===== src/rtl/llc_req_sched.sv =====
// ----------------------------------------------------------------------------
// llc_req_sched : round-robin LLC request scheduler and BURST-flit reply sequencer
// Rev 1.0
// ----------------------------------------------------------------------------
`default_nettype none

module llc_req_sched #(
  parameter int N      = 4,
  parameter int DATA_W = 64,
  parameter int BURST  = 2,
  parameter int LLC_X  = 0,
  parameter int LLC_Y  = 0
) (
  input  logic                   clk,
  input  logic                   reset,
  input  logic [N-1:0]           req_si,
  output logic [N-1:0]           req_ri,
  input  logic [N*DATA_W-1:0]    req_di,
  output logic                   rep_so,
  input  logic                   rep_ro,
  output logic [DATA_W-1:0]      rep_do,
  output logic                   busy,
  output logic [$clog2(N)-1:0]   grant_id
);

  localparam int GW = $clog2(N);
  localparam int BW = (BURST > 1) ? $clog2(BURST) : 1;

  localparam logic [0:0] S_IDLE  = 1'b0;
  localparam logic [0:0] S_BURST = 1'b1;

  localparam logic [BW-1:0] LAST_BEAT = BW'(BURST - 1);
  localparam logic [7:0]    SRC_X     = 8'(LLC_X);
  localparam logic [7:0]    SRC_Y     = 8'(LLC_Y);

  logic [0:0]        state_q, state_d;
  logic [GW-1:0]     rr_ptr_q, rr_ptr_d;
  logic [GW-1:0]     grant_q, grant_d;
  logic [BW-1:0]     beat_q, beat_d;
  logic [DATA_W-1:0] hdr_q, hdr_d;

  logic [DATA_W-1:0] req_arr [N];
  logic [GW-1:0]     pick_w;
  logic              any_req_w;
  logic [GW:0]       sum_w;
  logic [GW-1:0]     idx_w;
  logic [GW-1:0]     next_ptr_w;

  for (genvar gi = 0; gi < N; gi++) begin : g_slice
    assign req_arr[gi] = req_di[DATA_W*(gi+1)-1 : DATA_W*gi];
  end

  // Descending scan so the requester closest to rr_ptr (offset 0 upward) wins.
  always_comb begin
    pick_w    = '0;
    any_req_w = 1'b0;
    sum_w     = '0;
    idx_w     = '0;
    for (int k = N-1; k >= 0; k--) begin
      sum_w = {1'b0, rr_ptr_q} + (GW+1)'(k);
      idx_w = (sum_w >= (GW+1)'(N)) ? GW'(sum_w - (GW+1)'(N)) : sum_w[GW-1:0];
      if (req_si[idx_w]) begin
        pick_w    = idx_w;
        any_req_w = 1'b1;
      end
    end
  end

  assign next_ptr_w = (grant_q == GW'(N-1)) ? '0 : grant_q + 1'b1;

  always_comb begin
    state_d  = state_q;
    rr_ptr_d = rr_ptr_q;
    grant_d  = grant_q;
    beat_d   = beat_q;
    hdr_d    = hdr_q;
    case (state_q)
      S_IDLE: begin
        if (any_req_w) begin
          state_d = S_BURST;
          grant_d = pick_w;
          beat_d  = '0;
          hdr_d   = req_arr[pick_w];
        end
      end
      S_BURST: begin
        if (rep_ro) begin
          if (beat_q == LAST_BEAT) begin
            state_d  = S_IDLE;
            rr_ptr_d = next_ptr_w;
          end else begin
            beat_d = beat_q + 1'b1;
          end
        end
      end
      default: state_d = S_IDLE;
    endcase
  end

  always_ff @(posedge clk) begin
    if (reset) begin
      state_q  <= S_IDLE;
      rr_ptr_q <= '0;
      grant_q  <= '0;
      beat_q   <= '0;
      hdr_q    <= '0;
    end else begin
      state_q  <= state_d;
      rr_ptr_q <= rr_ptr_d;
      grant_q  <= grant_d;
      beat_q   <= beat_d;
      hdr_q    <= hdr_d;
    end
  end

  assign req_ri   = (state_q == S_IDLE && any_req_w) ? ({{(N-1){1'b0}}, 1'b1} << pick_w) : '0;
  assign rep_so   = (state_q == S_BURST);
  assign busy     = (state_q == S_BURST);
  assign grant_id = grant_q;

  // Reply is re-targeted at the requester: its source coords become the hop target.
  always_comb begin
    rep_do = '0;
    if (state_q == S_BURST) begin
      rep_do = {hdr_q[63], 7'b0, hdr_q[43:40], hdr_q[35:32], SRC_X, SRC_Y,
                hdr_q[31:0] + {{(32-BW){1'b0}}, beat_q}};
    end
  end

  // Request routing bits and upper source-coordinate nibbles are not forwarded.
  logic unused_hdr_w;
  assign unused_hdr_w = ^{hdr_q[62:44], hdr_q[39:36]};

endmodule

`default_nettype wire


===== config.mk =====
export PLATFORM = sky130hd
export DESIGN_NAME = llc_req_sched
export DESIGN_NICKNAME = d
export VERILOG_FILES = /design/src/rtl/llc_req_sched.sv
export SDC_FILE = /design/constraint.sdc
export NUM_CORES = 1
export LEC_CHECK = 0
export CAP_MARGIN = 10
export CELL_PAD_IN_SITES_DETAIL_PLACEMENT = 1
export CELL_PAD_IN_SITES_GLOBAL_PLACEMENT = 1
export CORE_AREA = 2 2 143 145
export DETAILED_ROUTE_END_ITERATION = 16
export DIE_AREA = 0 0 145 147
export PLACE_DENSITY = 0.82
export SLEW_MARGIN = 25
export SYNTH_ARGS = -nofsm -noshare
export SYNTH_HDL_FRONTEND = slang
export SYNTH_SLANG_ARGS = --single-unit

===== constraint.sdc =====
create_clock -name clk -period 2.1 [get_ports clk]
set_input_delay 0.315 -clock clk [delete_from_list [all_inputs] [get_ports clk]]
set_output_delay 0.315 -clock clk [all_outputs]
set_load 0.005 [all_outputs]

[Word-level counts from Yosys, hierarchy flattened]
Cells that the tools add are included.
Storage, ports and cells
  input bits: 263
  register bits: 70
  word-level logic and storage cells: 68
Operators by class
  $add $sub $neg: 10
  $lt $le $gt $ge: 9
  equality and inequality tests: 3
  mux-type cells: 34
  shifts and indexed selects: 1
  reduce and logical (&&, ||, !) cells: 4
  bitwise logic cells: 2
Operators by type and width (count)
  2-to-1 mux 64 bit: 3
  binary-select mux 64 bit (select 2 bit): 1
  adder 32 x 1 -> 32 bit: 1
  2-to-1 mux 2 bit: 9
  2-to-1 mux 1 bit: 14
  greater-or-equal comparator 3 bit, second input constant: 4
  less-than comparator 2 x 3 -> 1 bit, second input constant: 4
  binary-select mux 1 bit (select 2 bit): 4
  subtractor 2 x 1 -> 2 bit, second input constant: 4
  adder 2 x 2 -> 3 bit, second input constant: 2
  2-to-1 mux 4 bit: 1
  != test 2 bit, second input constant: 2
  case mux 1 bit (2 select lines): 2
  AND reduction 2 bit: 2
  << shifter 1 x 2 -> 4 bit, first input constant: 1
  adder 2 x 1 -> 3 bit, second input constant: 1
  greater-or-equal comparator 2 x 3 -> 1 bit, second input constant: 1
  NOT 2 -> 3 bit: 1
  AND reduction 3 bit: 1
  adder 2 x 1 -> 2 bit, second input constant: 1
  == test 2 bit, second input constant: 1
  adder 1 bit, second input constant: 1
  logical AND 1 bit: 1
  NOT 1 bit: 1

[Depth between registers and ports, before layout]
Gate-level depths: netlist of run 1.
  depth in word-level cells: 13
  mapped depth: 8
  depth with buffers taken out: 7

[Least setup slack after synthesis of run 1]
Ideal clock, no wire load.
  kind: reg-to-output
  start: register beat_q
  end: output rep_do[26]
  buffers on the path: 1
  cell stages (with the launch flop): 9
  path slack: -98 ps
  arrival: 1883 ps
  cells stage by stage: dfxtp_1 > ha_1 > ha_1 > and4_1 > and3_2 > buf_2 > nand4_1 > or3_1 > a21oi_1
Between the ends
  longest elaborated chain between the ends: 2
RTL lines
  from (decl): line 39  | logic [BW-1:0] beat_q, beat_d;
  from (signal assigned): line 111  | beat_q <= beat_d;
  adder 32 x 1 -> 32 bit: line 126  | hdr_q[31:0] + {{(32-BW){1'b0}}, beat_q}};
  2-to-1 mux 64 bit: line 124  | if (state_q == S_BURST) begin
  to (decl): line 21  | output logic [DATA_W-1:0] rep_do,
No other way between the ends.

[Worst setup path in the final report of run 1]
  start: register beat_q
  end: output rep_do[31]
Same word-level chain as after synthesis.

==> results of run 1 <==
[sequential cells by signal, indices dropped and copies added (netlist names)]
name and cells:
hdr_q 41, grant_id 2, busy 1, beat_q 1, rr_ptr_q 2
[cell families after synthesis]
family	after synthesis
adder cells (fa/ha/maj)	3
buffers and inverters	58
flip-flops	47
AO/OA/AOI/OAI	74
other	1
XOR/XNOR	16
AND/OR/NAND/NOR	159
multiplexers	84
[through the flow]
stage                     hold slack, ns  instances  utilization (%)  total power [mW]  instance area [um2]
after floorplan                   0.3800        464                -             1.493                 3820
after global placement            0.4371        975            33.84             2.151                 6715
after detailed placement          0.4456        975            33.84             2.176                 6715
after CTS                         0.4696        996            35.45             3.076                 7036
after global routing              0.4983       1005            36.98             3.251                 7338
final                             0.4666       1005            36.98             3.088                 7338
[layout make-up]
cell class                      instances  area [um2]
Tap cell                              270       337.8
Timing Repair Buffer                  315        3069
Multi-Input combinational cell        359        2804
Inverter                                6       22.52
Clock buffer                            8       156.4
Sequential cell                        47       948.4
Fill cell                            2308       12510
[critical path: stages, from the launching register on]
cell and delay, ns:
dfxtp_2 0.35, ha_4 0.17, nand3_4 0.09, nor4b_4 0.22
buf_4 0.18, nand4_4 0.14, buf_6 0.16, or3_4 0.32
a21oi_2 0.14, buf_2 0.13
[cells in the final DEF (no fill, tap or decap), drive strengths merged, types with 8 or more instances in the layout]
cell / n
buf: 118
nand3: 13
clkbuf: 13
xor2: 10
clkdlybuf4s50: 181
mux2i: 84
dlygate4sd2: 10
a21oi: 11
o221ai: 40
nor2: 26
o21ai: 8
nand2: 64
and2: 12
dfxtp: 47
conb: 23
[path summary, 6_finish.rpt]
| path | end | slack, ns |
|---|---|---|
| hold / removal | hdr_q[33] | 0.47 |
| setup / recovery | rep_do[31] | -0.40 |
| hold reg to reg | hdr_q[33] | 0.47 |
| setup reg to reg | hdr_q[12] | 0.13 |
[synth_stat cells (all sizes together)]
library cell / count / area [um2]
a311oi: 1 / 8.760
a21oi: 11 / 55.05
inv: 6 / 22.52
nor2b: 4 / 25.02
or2: 2 / 12.52
and2: 12 / 75.07
a21boi: 1 / 7.510
buf: 45 / 309.0
o211ai: 2 / 15.01
nand3: 13 / 65.06
o22ai: 1 / 6.260
o2111ai: 1 / 8.760
nand2b: 2 / 12.51
nor3: 3 / 15.01
xor2: 10 / 87.58
o21bai: 4 / 30.03
xnor2: 6 / 52.55
a31o: 1 / 8.760
nor4b: 2 / 38.78
nor2: 26 / 97.59
o221ai: 40 / 350.3
a22oi: 1 / 7.510
o21a: 1 / 7.510
or4: 3 / 22.52
o21ai: 8 / 40.03
a211oi: 1 / 7.510
and3: 5 / 32.53
dfxtp: 47 / 940.9
clkbuf: 7 / 26.28
conb: 1 / 3.750
nor4: 3 / 18.77
ha: 3 / 37.54
and4: 6 / 55.05
or3: 7 / 43.79
nand4: 7 / 58.81
nand2: 64 / 240.2
mux2i: 84 / 840.8
o211a: 1 / 10.01
[routing by layer]
metal,part of all wire (%),vias up
li1,-,2165
met1,39,2163
met2,53,139
met3,4.9,24
met4,2.3,0
met5,0,-
[power groups by stage]
stage / Sequential [mW] / Clock, mW / Combinational (mW)
2_1_floorplan: 1.06 / 0 / 0.435
3_3_place_gp: 1.04 / 0 / 1.11
3_5_place_dp: 1.05 / 0 / 1.13
4_1_cts: 1.03 / 0.914 / 1.13
5_1_grt: 1.04 / 0.933 / 1.28
6_report: 1.03 / 0.875 / 1.18
[what timing repair did]
item / CTS / global route
setup buffers: 13 / 8
pin swaps: 30 / 18
cloned: 0 / 5
hold endpoints to repair: 0 / 0
gates resized for setup: 162 / 50
endpoints found under the setup margin: 64 / 48
==> impl_metrics.yaml, run 1 <==
run_status:
  status: "finished, violations left"
  violations: "negative setup slack"
drt:
  vias: 4491
  ant_nets: 0
  wirelength_mm: 17.15
  drc: 0
  vias_per_cell: 4.469
  drt-pass1-iter-count: 4
  drt_iter0_drc: 93
  post_drt_wl_per_cell_um: 17.06
global_route:
  met2_usage_pct: 29.10
  grt_use_total_pct: 15.07
  first_global_vias: 4968
  antenna_found_initial: 0
  gr-usage-met1_pct: 15.84
  gr-max-usage-layer: "met2"
  grt_max_degree: 31
  met3_usage_pct: 3.665
  grt_pass1_wl_mm: 25.74
  grt.overflow.total: 0
yosys:
  muxShareOfSynthArea_pct: 22.74
  yosysUniqueCellTypes: 47
  yosys_register_bits: 47
  synth_warnings: 0
  synth_area_mm2: 0.003697
  synthSimpleGateAreaFrac_pct: 22.00
  synthXorXnorAreaFrac_pct: 3.790
  syn_area_per_cell_um2: 8.365
  synth_compound_area_share_pct: 15.23
  synth_fa_ha_area_share_pct: 1.015
  ys_seq_area_share_pct: 25.45
  syn_inst: 442
  synth_top_family_by_area: "multiplexers"
pwr:
  power.density_mw_per_mm2: 420.8
  pwr-share-clk_pct: 28.3
  p_sw_mw: 0.9000
  pwr-share-comb_pct: 38.3
  power_frac_seq_pct: 33.3
  switching_share_pct: 29.15
  ir_worst_vdd_v: 0.0002908
  intPower_mw: 2.188
  leakage_nw: 2.996
critical_path:
  cp-end-kind: "output port"
  worstSetupPathType: "flop to output port"
  rr_startpoint: "rr_ptr_q[1]"
  worstPathRequired_ns: 1.78
  cp_max_fo: 5
  cp-start-kind: "flop"
  rr_worst_depth: 7
  worst_ep_arrival_time_ns: 2.18
  critPathLaunch: "beat_q"
timing:
  rsz0062_at_grt: "yes"
  fin_crit_sh_pct: 119.0
  worstMarginPinSlew_ns: 0.5678
  setup_viol: 25
  hold_violations: 0
  slew_headroom_pct: 62.13
  worst_slack_ns: -0.3985
  max_freq_mhz: 400.2
  finalWorstPathRequiredPeriod_ns: 2.498
  clock_skew_ns: 0.002689
  finalMaxSlewViolations: 0
  fin_setup_tns_ns: -6.513
clock_tree:
  clk_latency_ns: 0.30
  cts_sinks: 47
  cts_tree: "built"
  cts_buffers: 5
  clk_pin_slew_worst_paths_ns: 0.07
  ctsHoldBuffers: 0
  cts_max_path_buffers: 2
  h-tree-depth: 2
  cts_root_buf: "clkbuf_16"
min_path:
  min_path_type: "flop to flop"
  whs_path_depth: 2
  min_from: "hdr_q[33]"
place:
  dp_hpwl_mm: 13.03
  port_buffers: 219
  pre_cts_slack_ns: -0.5093
  gp_congestion: 0.8092
layout:
  num_antenna_cells: 0
  drive_above_1_share_pct: 26.67
  syn_to_final_growth_pct: 98.48
  nets: 1000
die:
  num_rows: 52
  fp.dieArea_mm2: 0.02132
  die_w_um: 145
  initial_core_util_pct: 18.63
  die_h_um: 147
  core_area_mm2: 0.01984
  ios: 335
run:
  drv_cap: 0
(Power assumes the default switching activity.)
==> inputs of run 2 (changes only) <==
--- a/config.mk
+++ b/config.mk
@@ -11,6 +11,7 @@
 export CORE_AREA = 2 2 143 145
 export DETAILED_ROUTE_END_ITERATION = 16
 export DIE_AREA = 0 0 145 147
+export MAX_ROUTING_LAYER = met4
 export PLACE_DENSITY = 0.82
 export SLEW_MARGIN = 25
 export SYNTH_ARGS = -nofsm -noshare
==> run 2 against run 1 <==
  * The flow still finishes with violations (negative setup slack)
  * Die area unchanged
  * Clock power grew 0.5%
  * Combinational power about the same
  * Design area about the same
  * Hold slack better by 0.00052 ns
  * Wire length rose by 0.25%
  * Power is 0.20% higher
  * Via count about the same
  * Register-to-register slack barely moved
  * Maximum frequency is 0.17% higher
  * Critical path type unchanged
  * Largest cell class unchanged
  * Largest power group unchanged
==> impl_metrics.yaml, run 2 (same netlist as run 1, synthesis figures left out) <==
run_status:
  status: "finished, violations left"
  violations: "negative setup slack"
timing:
  holdWs_ns: 0.4671
  worst_slack_ns: -0.3942
  max_freq_mhz: 400.9
  fin_crit_sh_pct: 118.8
  finalMaxSlewViolations: 0
  worstMarginPinSlew_ns: 0.5704
  finalWorstPathRequiredPeriod_ns: 2.494
  slew_headroom_pct: 61.96
  rsz0062_at_grt: "yes"
  clock_skew_ns: 0.002326
  hold_violations: 0
  setup_viol: 25
clock_tree:
  clk_latency_ns: 0.30
  cts_root_buf: "clkbuf_16"
  cts_sinks: 47
  h-tree-depth: 2
  cts_max_path_buffers: 2
  cts_buffers: 5
  ctsHoldBuffers: 0
  cts_tree: "built"
  clk_pin_slew_worst_paths_ns: 0.07
layout:
  top_register: "hdr_q"
  final_cell_mix: "clkdlybuf4s50_1 (181), mux2i_1 (81), buf_4 (65), nand2_1 (55), dfxtp_1 (43)"
  regArea_um2: 948.4
  nets: 1000
  mostFrequentLayoutCell: "clkdlybuf4s50_1"
  multiInputGateArea_mm2: 0.002803
  largest_register_ffs: 41
  syn_to_final_growth_pct: 98.44
  final_area_mm2: 0.007337
  num_antenna_cells: 0
  nFillCells: 2308
  drive_above_1_share_pct: 26.53
global_route:
  grt_max_degree: 31
  first_global_vias: 4971
  grt_pass1_wl_mm: 25.74
  grt.overflow.total: 0
  antenna_found_initial: 0
  grt_use_total_pct: 15.54
place:
  port_buffers: 219
  gp_congestion: 0.8211
  dp_hpwl_mm: 13.03
  place_area_mm2: 0.006715
drt:
  drt_iter0_drc: 101
  vias: 4488
  post_drt_wl_per_cell_um: 17.11
  drc: 0
  ant_nets: 0
  wirelength_mm: 17.19
  vias_per_cell: 4.466
  drt-pass1-iter-count: 4
min_path:
  min_path_type: "flop to flop"
critical_path:
  path_cells: "ha_4, nand3_4, nor4b_4, buf_4, nand4_4, buf_6, or3_4, a21oi_2, buf_2"
  crit_path_max_incr_delay_ns: 0.35
  cp-start-kind: "flop"
  cp_max_fo: 5
  worstPathRequired_ns: 1.78
  worstSetupPathType: "flop to output port"
  cp-end-kind: "output port"
  crit_buf_inv: 3
  slowest_stage: "dfxtp_2"
  cp_top_family: "simple AND/OR/NAND/NOR gates"
  worst_ep_arrival_time_ns: 2.18
die:
  fp.dieArea_mm2: 0.02132
  die_w_um: 145
  num_rows: 52
  ios: 335
  initial_core_util_pct: 18.63
  die_h_um: 147
  core_area_mm2: 0.01984
pwr:
  ir_worst_vdd_v: 0.0002912
  leakage_nw: 2.996
  power.density_mw_per_mm2: 421.7
run:
  drv_cap: 0
## run 2: cell counts in the layout (fill, tap and decap cells not counted)
No cell type changed its count.
## run 2: where the power goes
part / leakage, nW / switching [mW] / internal, mW / total [mW]
Combinational: 2.53 / 0.478 / 0.707 / 1.18
Clock: 0.0772 / 0.371 / 0.509 / 0.879
Sequential: 0.389 / 0.0572 / 0.973 / 1.03
Total: 3.00 / 0.906 / 2.19 / 3.09
## run 2: layout make-up
class	count	share of cell area (%)
Timing Repair Buffer	315	41.83
Multi-Input combinational cell	359	38.20
Sequential cell	47	12.93
Tap cell	270	4.604
Clock buffer	8	2.132
Inverter	6	0.3070
## run 2: routing by layer
metal | wire [um] | share of wire, % | global-route usage, % | up-vias
li1 | - | - | - | 2163
met1 | 6887 | 40 | 16.11 | 2160
met2 | 9153 | 53 | 29.14 | 139
met3 | 753 | 4.4 | 3.261 | 26
met4 | 396 | 2.3 | 5.347 | 0
met5 | 0 | 0 | - | -
## run 2: through the flow
| step | total power [mW] | util [%] | setup TNS, ns | instances | worst slack, ns |
|---|---|---|---|---|---|
| 6_report | 3.094 | 36.97 | -6.539 | 1005 | -0.3942 |
| 3_3_place_gp | 2.151 | 33.84 | -21.43 | 975 | -0.4602 |
| 4_1_cts | 3.076 | 35.45 | -6.841 | 996 | -0.4353 |
| 5_1_grt | 3.253 | 36.97 | -9.542 | 1005 | -0.5192 |
| 2_1_floorplan | 1.493 | - | 0 | 464 | 0.002765 |
| 3_5_place_dp | 2.176 | 33.84 | -25.61 | 975 | -0.5093 |
## run 2: worst register-to-register path, delay by kind of cell (launching register included)
family	cells	cell delay (ns)
mux	1	0.27
compound gates	2	0.34
simple gates	1	0.34
buf+inv	3	0.52
flops	1	0.37
## run 2: worst paths after layout
check	start	to	slack, ns	cells past startpoint
max reg2reg	rr_ptr_q[1]	hdr_q[12]	0.13	7
min	hdr_q[40]	hdr_q[40]	0.47	2
max	beat_q	rep_do[31]	-0.39	9
min reg2reg	hdr_q[40]	hdr_q[40]	0.47	2
## run 2: what timing repair did
action                     4_1_cts  5_1_grt
pin swaps                       30       18
resized for setup              162       49
setup endpoints to repair       64       48
gates cloned                     0        5
setup buffers                   13        8
==> inputs of run 3 (changes only) <==
--- a/config.mk
+++ b/config.mk
@@ -5,7 +5,7 @@
 export SDC_FILE = /design/constraint.sdc
 export NUM_CORES = 1
 export LEC_CHECK = 0
-export CAP_MARGIN = 10
+export CAP_MARGIN = 20
 export CELL_PAD_IN_SITES_DETAIL_PLACEMENT = 1
 export CELL_PAD_IN_SITES_GLOBAL_PLACEMENT = 1
 export CORE_AREA = 2 2 143 145
@@ -13,7 +13,7 @@
 export DIE_AREA = 0 0 145 147
 export MAX_ROUTING_LAYER = met4
 export PLACE_DENSITY = 0.82
-export SLEW_MARGIN = 25
+export SLEW_MARGIN = 30
 export SYNTH_ARGS = -nofsm -noshare
 export SYNTH_HDL_FRONTEND = slang
 export SYNTH_SLANG_ARGS = --single-unit
==> results of run 3 <==
The final DEF is identical to that of run 2; final timing and power are the same.
